==> config.mk <==
export PLATFORM = sky130hd
export DESIGN_NAME = chaser_sequencer
export DESIGN_NICKNAME = d
export VERILOG_FILES = /design/src/rtl/chaser_pkg.sv /design/src/rtl/chaser_tick_gen.sv /design/src/rtl/chaser_sequencer.sv
export SDC_FILE = /design/constraint.sdc
export NUM_CORES = 1
export LEC_CHECK = 0
export ABC_AREA = 1
export BUFFER_PORTS_ARGS = -buffer_cell sky130_fd_sc_hd__buf_2
export CORE_UTILIZATION = 41
export CTS_BUF_LIST = sky130_fd_sc_hd__clkbuf_4 sky130_fd_sc_hd__clkbuf_8
export CTS_CLUSTER_SIZE = 25
export DETAILED_ROUTE_END_ITERATION = 8
export GPL_TIMING_DRIVEN = 0
export PLACE_DENSITY = 0.65
export SLEW_MARGIN = 10
export SYNTH_ARGS = -nofsm -noshare
export SYNTH_HDL_FRONTEND = slang
export SYNTH_SLANG_ARGS = --single-unit
==> constraint.sdc <==
create_clock -name clk -period 4.1 [get_ports clk]
set_input_delay 0 -clock clk [delete_from_list [all_inputs] [get_ports clk]]
set_output_delay 0 -clock clk [all_outputs]
set_load 0.1 [all_outputs]
==> src/rtl/chaser_pkg.sv <==
// Shared encodings for the LED chaser: pattern modes, controller states and bounce direction.
package chaser_pkg;

    localparam logic [2:0] MODE_STOP   = 3'd0;
    localparam logic [2:0] MODE_ROT_L  = 3'd1;
    localparam logic [2:0] MODE_ROT_R  = 3'd2;
    localparam logic [2:0] MODE_BOUNCE = 3'd3;
    localparam logic [2:0] MODE_BLINK  = 3'd4;
    localparam logic [2:0] MODE_FILL   = 3'd5;

    typedef enum logic [1:0] {
        ST_IDLE  = 2'd0,
        ST_LOAD  = 2'd1,
        ST_RUN   = 2'd2,
        ST_PAUSE = 2'd3
    } state_t;

    localparam logic DIR_LEFT  = 1'b0;
    localparam logic DIR_RIGHT = 1'b1;

    // Modes that actually animate; STOP and the two unused codes just hold the LEDs.
    function automatic logic mode_active(input logic [2:0] mode);
        return (mode >= MODE_ROT_L) && (mode <= MODE_FILL);
    endfunction

endpackage

==> src/rtl/chaser_tick_gen.sv <==
// Step-period prescaler: pulses tick on the enabled cycle where the count reaches div.
module chaser_tick_gen #(
    parameter int DIV_W = 16
) (
    input  logic             clk,
    input  logic             rst,
    input  logic             clear,
    input  logic             enable,
    input  logic [DIV_W-1:0] div,
    output logic             tick
);

    logic [DIV_W-1:0] cnt_r;

    assign tick = enable && (cnt_r == div);

    // Count only while enabled; wrap to zero on the tick so cnt never exceeds div.
    always_ff @(posedge clk) begin
        if (rst) begin
            cnt_r <= '0;
        end else if (clear) begin
            cnt_r <= '0;
        end else if (enable) begin
            cnt_r <= tick ? '0 : cnt_r + DIV_W'(1);
        end else begin
            cnt_r <= cnt_r;
        end
    end

endmodule

==> src/rtl/chaser_sequencer.sv <==
// Command-driven LED chaser: loads a pattern/rate, then steps the LED register while run is high.
module chaser_sequencer
    import chaser_pkg::*;
#(
    parameter int N           = 8,
    parameter int DIV_W       = 16,
    parameter int DEFAULT_DIV = 4
) (
    input  logic             clk,
    input  logic             rst,
    input  logic             cmd_valid,
    output logic             cmd_ready,
    input  logic [2:0]       cmd_mode,
    input  logic [DIV_W-1:0] cmd_div,
    input  logic             run,
    output logic [N-1:0]     leds,
    output logic             step,
    output logic [2:0]       cur_mode
);

    localparam logic [N-1:0] LED_ONE = {{(N-1){1'b0}}, 1'b1};

    state_t           state_r, state_s;
    logic [N-1:0]     leds_r, leds_s, adv_leds_s, seed_s;
    logic             dir_r, dir_s, adv_dir_s;
    logic [2:0]       cur_mode_r;
    logic [DIV_W-1:0] div_r;
    logic             step_r, cmd_ready_r;
    logic             accept_s, enable_s, tick_s;

    assign accept_s = cmd_valid && cmd_ready_r;
    // A new command suppresses a step that would fire in the same cycle.
    assign enable_s = (state_r == ST_RUN) && run && !accept_s;

    chaser_tick_gen #(.DIV_W(DIV_W)) u_tick (
        .clk    (clk),
        .rst    (rst),
        .clear  (accept_s),
        .enable (enable_s),
        .div    (div_r),
        .tick   (tick_s)
    );

    // Seed pattern for an incoming command; STOP and unused codes keep the current LEDs.
    always_comb begin
        seed_s = leds_r;
        case (cmd_mode)
            MODE_ROT_L, MODE_ROT_R, MODE_BOUNCE: seed_s = LED_ONE;
            MODE_BLINK:                          seed_s = '1;
            MODE_FILL:                           seed_s = '0;
            default:                             seed_s = leds_r;
        endcase
    end

    // One step of the active pattern; bounce reverses at the ends without dwelling.
    always_comb begin
        adv_leds_s = leds_r;
        adv_dir_s  = dir_r;
        case (cur_mode_r)
            MODE_ROT_L: adv_leds_s = {leds_r[N-2:0], leds_r[N-1]};
            MODE_ROT_R: adv_leds_s = {leds_r[0], leds_r[N-1:1]};
            MODE_BOUNCE: begin
                if ((dir_r == DIR_LEFT) && leds_r[N-1]) begin
                    adv_dir_s  = DIR_RIGHT;
                    adv_leds_s = {1'b0, leds_r[N-1:1]};
                end else if ((dir_r == DIR_RIGHT) && leds_r[0]) begin
                    adv_dir_s  = DIR_LEFT;
                    adv_leds_s = {leds_r[N-2:0], 1'b0};
                end else if (dir_r == DIR_LEFT) begin
                    adv_leds_s = {leds_r[N-2:0], 1'b0};
                end else begin
                    adv_leds_s = {1'b0, leds_r[N-1:1]};
                end
            end
            MODE_BLINK: adv_leds_s = ~leds_r;
            MODE_FILL: begin
                if (&leds_r) begin
                    adv_leds_s = '0;
                end else begin
                    adv_leds_s = {leds_r[N-2:0], 1'b1};
                end
            end
            default: adv_leds_s = leds_r;
        endcase
    end

    // Next-state and LED update; an accepted command always wins and lands in LOAD.
    always_comb begin
        state_s = state_r;
        leds_s  = leds_r;
        dir_s   = dir_r;
        if (accept_s) begin
            state_s = ST_LOAD;
            leds_s  = seed_s;
            dir_s   = DIR_LEFT;
        end else begin
            case (state_r)
                ST_IDLE:  state_s = ST_IDLE;
                ST_LOAD: begin
                    if (!mode_active(cur_mode_r)) begin
                        state_s = ST_IDLE;
                    end else if (run) begin
                        state_s = ST_RUN;
                    end else begin
                        state_s = ST_PAUSE;
                    end
                end
                ST_RUN: begin
                    state_s = run ? ST_RUN : ST_PAUSE;
                    if (tick_s) begin
                        leds_s = adv_leds_s;
                        dir_s  = adv_dir_s;
                    end else begin
                        leds_s = leds_r;
                        dir_s  = dir_r;
                    end
                end
                ST_PAUSE: state_s = run ? ST_RUN : ST_PAUSE;
                default:  state_s = ST_IDLE;
            endcase
        end
    end

    // Controller and output registers.
    always_ff @(posedge clk) begin
        if (rst) begin
            state_r     <= ST_IDLE;
            leds_r      <= LED_ONE;
            dir_r       <= DIR_LEFT;
            cur_mode_r  <= MODE_STOP;
            div_r       <= DIV_W'(DEFAULT_DIV);
            step_r      <= 1'b0;
            cmd_ready_r <= 1'b1;
        end else begin
            state_r     <= state_s;
            leds_r      <= leds_s;
            dir_r       <= dir_s;
            cur_mode_r  <= accept_s ? cmd_mode : cur_mode_r;
            div_r       <= accept_s ? cmd_div : div_r;
            step_r      <= tick_s;
            cmd_ready_r <= (state_s != ST_LOAD);
        end
    end

    assign leds      = leds_r;
    assign step      = step_r;
    assign cur_mode  = cur_mode_r;
    assign cmd_ready = cmd_ready_r;

endmodule

## Word-level counts from Yosys, hierarchy flattened

Index checks and enable logic that the tools add are counted.

| storage, ports and cells | value |
|---|---|
| flip-flop bits (word level) | 48 |
| bits of input ports | 23 |
| output and inout bits | 13 |

| cells by class | value |
|---|---|
| add/sub/neg operators | 1 |
| order comparisons | 2 |
| eq/ne operators | 16 |
| mux-type cells | 16 |
| bitwise logic cells | 2 |
| reduce and logical (&&, ||, !) cells | 19 |

Operator list:

| operator | number |
|---|---|
| 8-bit two-way mux | 7 |
| 8-bit one-hot mux with 5 select lines | 1 |
| 8-bit one-hot mux with 3 select lines | 1 |
| 16-bit by 1-bit adder with 16-bit output, second input constant | 1 |
| 16-bit equality test | 1 |
| 16-bit two-way mux | 1 |
| 3-bit by 2-bit equality test with 1-bit output, second input constant | 4 |
| 3-bit equality test, second input constant | 4 |
| 8-bit NOT | 1 |
| 4-bit AND reduction | 2 |
| 8-bit AND reduction | 1 |
| 1-bit logical AND | 7 |
| 3-bit by 1-bit equality test with 1-bit output, second input constant | 2 |
| 2-bit one-hot mux with 3 select lines | 1 |
| 2-bit nonzero test | 3 |
| 6-bit nonzero test | 1 |
| 2-bit equality test, second input constant | 2 |
| 2-bit two-way mux | 2 |
| 4-bit by 1-bit != test with 1-bit output, second input constant | 1 |
| 2-bit OR reduction | 2 |
| 3-bit by 1-bit >= comparator with 1-bit output, second input constant | 1 |
| 3-bit less-or-equal comparator, second input constant | 1 |
| 1-bit two-way mux | 3 |
| 3-bit OR reduction | 1 |
| 5 further kinds | 5 |

## Longest topological paths before layout

| depth | value |
|---|---|
| depth in word-level cells | 7 |
| mapped depth | 11 |

## By module

From an unflattened synthesis, not the netlist that was laid out.

| unflattened totals | value |
|---|---|
| cell total of the unflattened synthesis | 398 |
| area, all modules | 2638.8 um^2 |

Modules (own cells, without submodules):

| module | times used | cells each | area an instance (um^2) |
|---|---|---|---|
| chaser_sequencer | 1 | 192 | 1427.6 |
| chaser_tick_gen | 1 | 206 | 1211.2 |

## Worst setup path before layout

OpenSTA, ideal clock, no wires.

| path | value |
|---|---|
| kind | register -> register |
| start | reg cur_mode_r[0] (netlist: cur_mode[0]) |
| end | reg leds_r[5] (netlist: leds[5]) |
| setup time | 0.112 ns |
| arrival | 2.025 ns |
| data required time | 3.988 ns |
| slack | 1.963 ns |
| stages on the path, launching flop included | 12 |
| path buffers | 0 |
| clock period less this slack | 2.137 ns |
| path through | dfxtp_1 inv_1 a21oi_2 nand2_1 nand3_1 nand2_1 inv_1 nand2_1 nand2_1 nand2_1 nor2_1 nor2_1 |

| between the ends | value |
|---|---|
| cells in the longest elaborated chain, start to end | 5 |

Ends and longest elaborated chain:

| what | line | text |
|---|---|---|
| from (decl) | chaser_sequencer.sv:26 | `logic [2:0] cur_mode_r;` |
| from (signal assigned) | chaser_sequencer.sv:138 | `cur_mode_r <= accept_s ? cmd_mode : cur_mode_r;` |
| 3-bit equality test, or another cell as far along | chaser_sequencer.sv:59 | `case (cur_mode_r)` |
| 8-bit one-hot mux with 5 select lines | chaser_sequencer.sv:59 |  |
| 8-bit two-way mux | chaser_sequencer.sv:110 | `if (tick_s) begin` |
| 8-bit two-way mux | chaser_sequencer.sv:97 | `case (state_r)` |
| 8-bit two-way mux | chaser_sequencer.sv:92 | `if (accept_s) begin` |
| to (signal assigned) | chaser_sequencer.sv:136 | `leds_r <= leds_s;` |
| to (decl) | chaser_sequencer.sv:24 | `logic [N-1:0] leds_r, leds_s, adv_leds_s, seed_s;` |

Several ways; a longest one is shown, not always the timed one. The select of a mux whose other input is x is not followed.
A chain may end at the register's enable or synchronous reset.

## Worst setup path after layout

| path | value |
|---|---|
| start | reg cmd_ready_r (netlist: cmd_ready) |
| end | reg state_r[0] |

| between the ends | value |
|---|---|
| cells in the longest elaborated chain, start to end | 2 |

Ends and longest elaborated chain:

| what | line | text |
|---|---|---|
| from (decl) | chaser_sequencer.sv:28 | `logic step_r, cmd_ready_r;` |
| from (signal assigned) | chaser_sequencer.sv:141 | `cmd_ready_r <= (state_s != ST_LOAD);` |
| 1-bit logical AND | chaser_sequencer.sv:31 | `assign accept_s = cmd_valid && cmd_ready_r;` |
| 2-bit two-way mux | chaser_sequencer.sv:92 |  |
| to (signal assigned) | chaser_sequencer.sv:135 | `state_r <= state_s;` |
| to (decl) | chaser_sequencer.sv:23 | `state_t state_r, state_s;` |

No other way between the ends.

==> out/summary.txt <==
outcome - finished, final reports clean
setup TNS - 0 ns
IO buf count - 35
metal2 WL - 3206 µm
Mapped Nets - 459
Worst-Margin Slew - 0.5748 ns
critical path fanouts, max - 10
CP endpoint - state_r[0]
GRT overflow - 0
maximum vdd drop - 0.1804 mV
Seq cells post-synth - 48
post-synthesis compound-gate area fraction - 8.856%
Reg power frac - 48.1%
Lkg Pwr - 1.456 nW
Post-Synth XOR/XNOR Area - 1.292%
Final Hold Fails - 0
CTS buffer count - 5
power per cell area - 318.5 nW/µm²
endpoints failing setup - 0
Post-Synth Simple-Gate Area - 43.40%
adder-cell area share of the yosys netlist - 0.4613%
Vias - 2811
initial antenna violation count - 0
die area - 6946 µm²
Clock Pin Slew Worst Setup and Hold Paths - 0.09 ns
worst hold path class - in2reg
total wire length - 6889 µm
Slew Viols, Final - 0
first-pass GRT wire length - 11630 µm
Die H - 83.34 µm
placed standard-cell area - 2984 µm²
RR Endpoint - state_r[0]
Clk Latency, worst-skew pair - 0.31 ns
setup repair after global routing missed its margin - false
multi-input logic area - 1465 µm²
Mapped Cells - 435
MaxCap Viol Count - 0
Seq. cell area - 960.9 µm²
# clock sinks - 48
clock root buffer - clkbuf_8
largest net degree at the start of global routing - 14
Std-Cell Rows - 29
commonest non-fill, non-tap cell in the layout - nand2_1
post-synthesis mux area share - 0%
ratio of routed vias to standard cells - 4.880
vias in the first global route - 2512
DR iter-0 viols - 157
Synth Warn # - 0
# fillers - 657
largest family of logic cells by synthesized area - simple AND/OR/NAND/NOR gates
CTS tree - done
Starting Density - 42.48%
period utilization - 50.06%
Final ANT Viol Nets - 0
Avg WL per Cell - 11.96 µm
Cell variety after synth - 33
share of cells above drive strength 1 - 15.43%
Layout area overhead - 21.36%
Int Pwr - 0.7060 mW
post-cts sizing count - 0
critical path data arrival time - 2.30 ns
Setup CP Type - reg2reg
most frequent cells in the layout - nand2_1, inv_1, dfxtp_1, nor2_1, buf_2
Gate power share - 22.2%
Final HPWL DP - 4998 µm
Max Root-Sink Buffers - 2
drt drc - 0
ANT cells - 0
met3 wire len - 231 µm
Syn Area/Cell - 6.236 µm²
met1 WL - 3348 µm
net load switching power - 0.3425 mW
Ports - 36
start point of the critical path - cmd_ready
Tmin final - 2.052 ns
Required @ worst endpoint - 4.35 ns
Reg-to-Reg Start - cmd_ready
finished layout cell area - 3292 µm²
crit start category - flop
Clock power frac - 29.7%
Nets - 522
Die X-Extent - 83.34 µm
H-tree depth - 2
Pre-antenna DRT Iters - 4
RePlAce Congestion - 0.8912
FMAX - 487.2 MHz
switching share of power - 32.67%
skew final - 0.008185 ns
Worst Reg-to-Reg Cells - 6
worst relative slew slack - 61.68%
post-synthesis sequential area ratio - 35.42%
synthesized cell area - 2713 µm²
Hold WS - 0.1048 ns
DR top layer - met4
Core ar. - 6386 µm²
gr usage total - 20.82%
Worst R2R Setup Slack - 2.05 ns
Setup crit end kind - flop
-- metrics by stage --
stage	util [%]	cells	setup slack, ns	power [mW]
after global routing	51.55	576	1.847	1.107
after CTS	51.55	576	2.025	1.058
after floorplan	-	435	1.963	0.6805
after global placement	46.73	547	2.379	0.7302
after detailed placement	46.73	547	2.328	0.7326
final	51.55	576	2.048	1.049
-- logic make-up after synthesis --
logic type / after synthesis
DFF: 48
AOI/OAI and AO/OA: 43
xor gates and xnor gates: 4
adders and majority gates: 1
and+or+nand+nor: 266
buffers and inverters: 73
-- synthesized netlist by cell type --
cell type	instances	area share (%)
a21oi_1	9	1.7
nand4_4	1	0.78
dfxtp_1	48	35
o31ai_1	2	0.55
clkbuf_1	4	0.55
nor3_2	3	1.1
buf_6	1	0.42
a21oi_2	1	0.32
nor3b_1	1	0.28
o21ai_1	1	0.18
nand2_1	157	22
nand4_1	4	0.92
o22ai_1	1	0.23
buf_2	4	0.74
nand3_1	29	5.4
xor2_1	4	1.3
nand3_2	2	0.74
nand3_4	1	0.65
a211oi_1	3	0.83
nor2_4	3	1.2
clkinv_1	1	0.14
a31oi_1	3	0.69
nor3_1	8	1.5
inv_2	8	1.1
o2111ai_1	1	0.32
o21ai_0	22	4.1
nor4_1	2	0.46
nor2_2	8	1.8
nand3b_1	1	0.28
ha_1	1	0.46
nor2_1	44	6.1
nand2_2	2	0.46
inv_1	55	7.6
-- routing by layer --
| layer | GRT usage (%) | vias up |
|---|---|---|
| met2 | 34.58 | 51 |
| met1 | 26.64 | 1268 |
| met4 | 7.210 | 0 |
| met3 | 4.473 | 9 |
| met5 | 0 | - |
| li1 | - | 1483 |
-- power groups by stage --
| stage | Clock [mW] | Sequential, mW | Combinational [mW] |
|---|---|---|---|
| finish | 0.311 | 0.504 | 0.233 |
| global route | 0.343 | 0.508 | 0.256 |
| global placement | 0 | 0.515 | 0.215 |
| detailed placement | 0 | 0.515 | 0.217 |
| floorplan | 0 | 0.578 | 0.103 |
| CTS | 0.321 | 0.505 | 0.233 |
-- flip-flops by register name, indices dropped and copies added, names as in the netlist --
register      cells
state_r           2
cur_mode          3
div_r            16
cmd_ready         1
step              1
u_tick.cnt_r     16
dir_r             1
leds              8
-- repair_timing --
action	in CTS	in global routing
setup buffers	0	0
hold endpoints to repair	20	0
hold buffers	21	0
-- cell type report --
class,instances,share of cell area [%]
inverter,64,7.298
clock buffer,8,2.965
timing repair buffer,56,11.71
buffer,9,1.406
sequential,48,29.19
tap,77,2.927
multi-input combinational,314,44.51
-- worst max-delay path, cell delays in order (launching register included) --
cell and delay [ns]:
dfxtp_1 0.33, nand2_1 0.13, clkbuf_1 0.30, nor2_2 0.40, inv_1 0.17, o31ai_1 0.09, dlygate4sd3_1 0.57
-- worst min path at each step --
| stage | start | to | depth (start not counted) |
|---|---|---|---|
| 6_report | cmd_mode[2] | cur_mode[2] | 5 |
| 5_1_grt | cmd_mode[2] | cur_mode[2] | 5 |
| 4_1_cts | cmd_mode[2] | cur_mode[2] | 5 |
| 3_5_place_dp | cmd_div[9] | div_r[9] | 3 |
| 3_3_place_gp | cmd_div[8] | div_r[8] | 3 |
| 2_1_floorplan | rst | step | 1 |
Power figures use the tool's default switching activity.
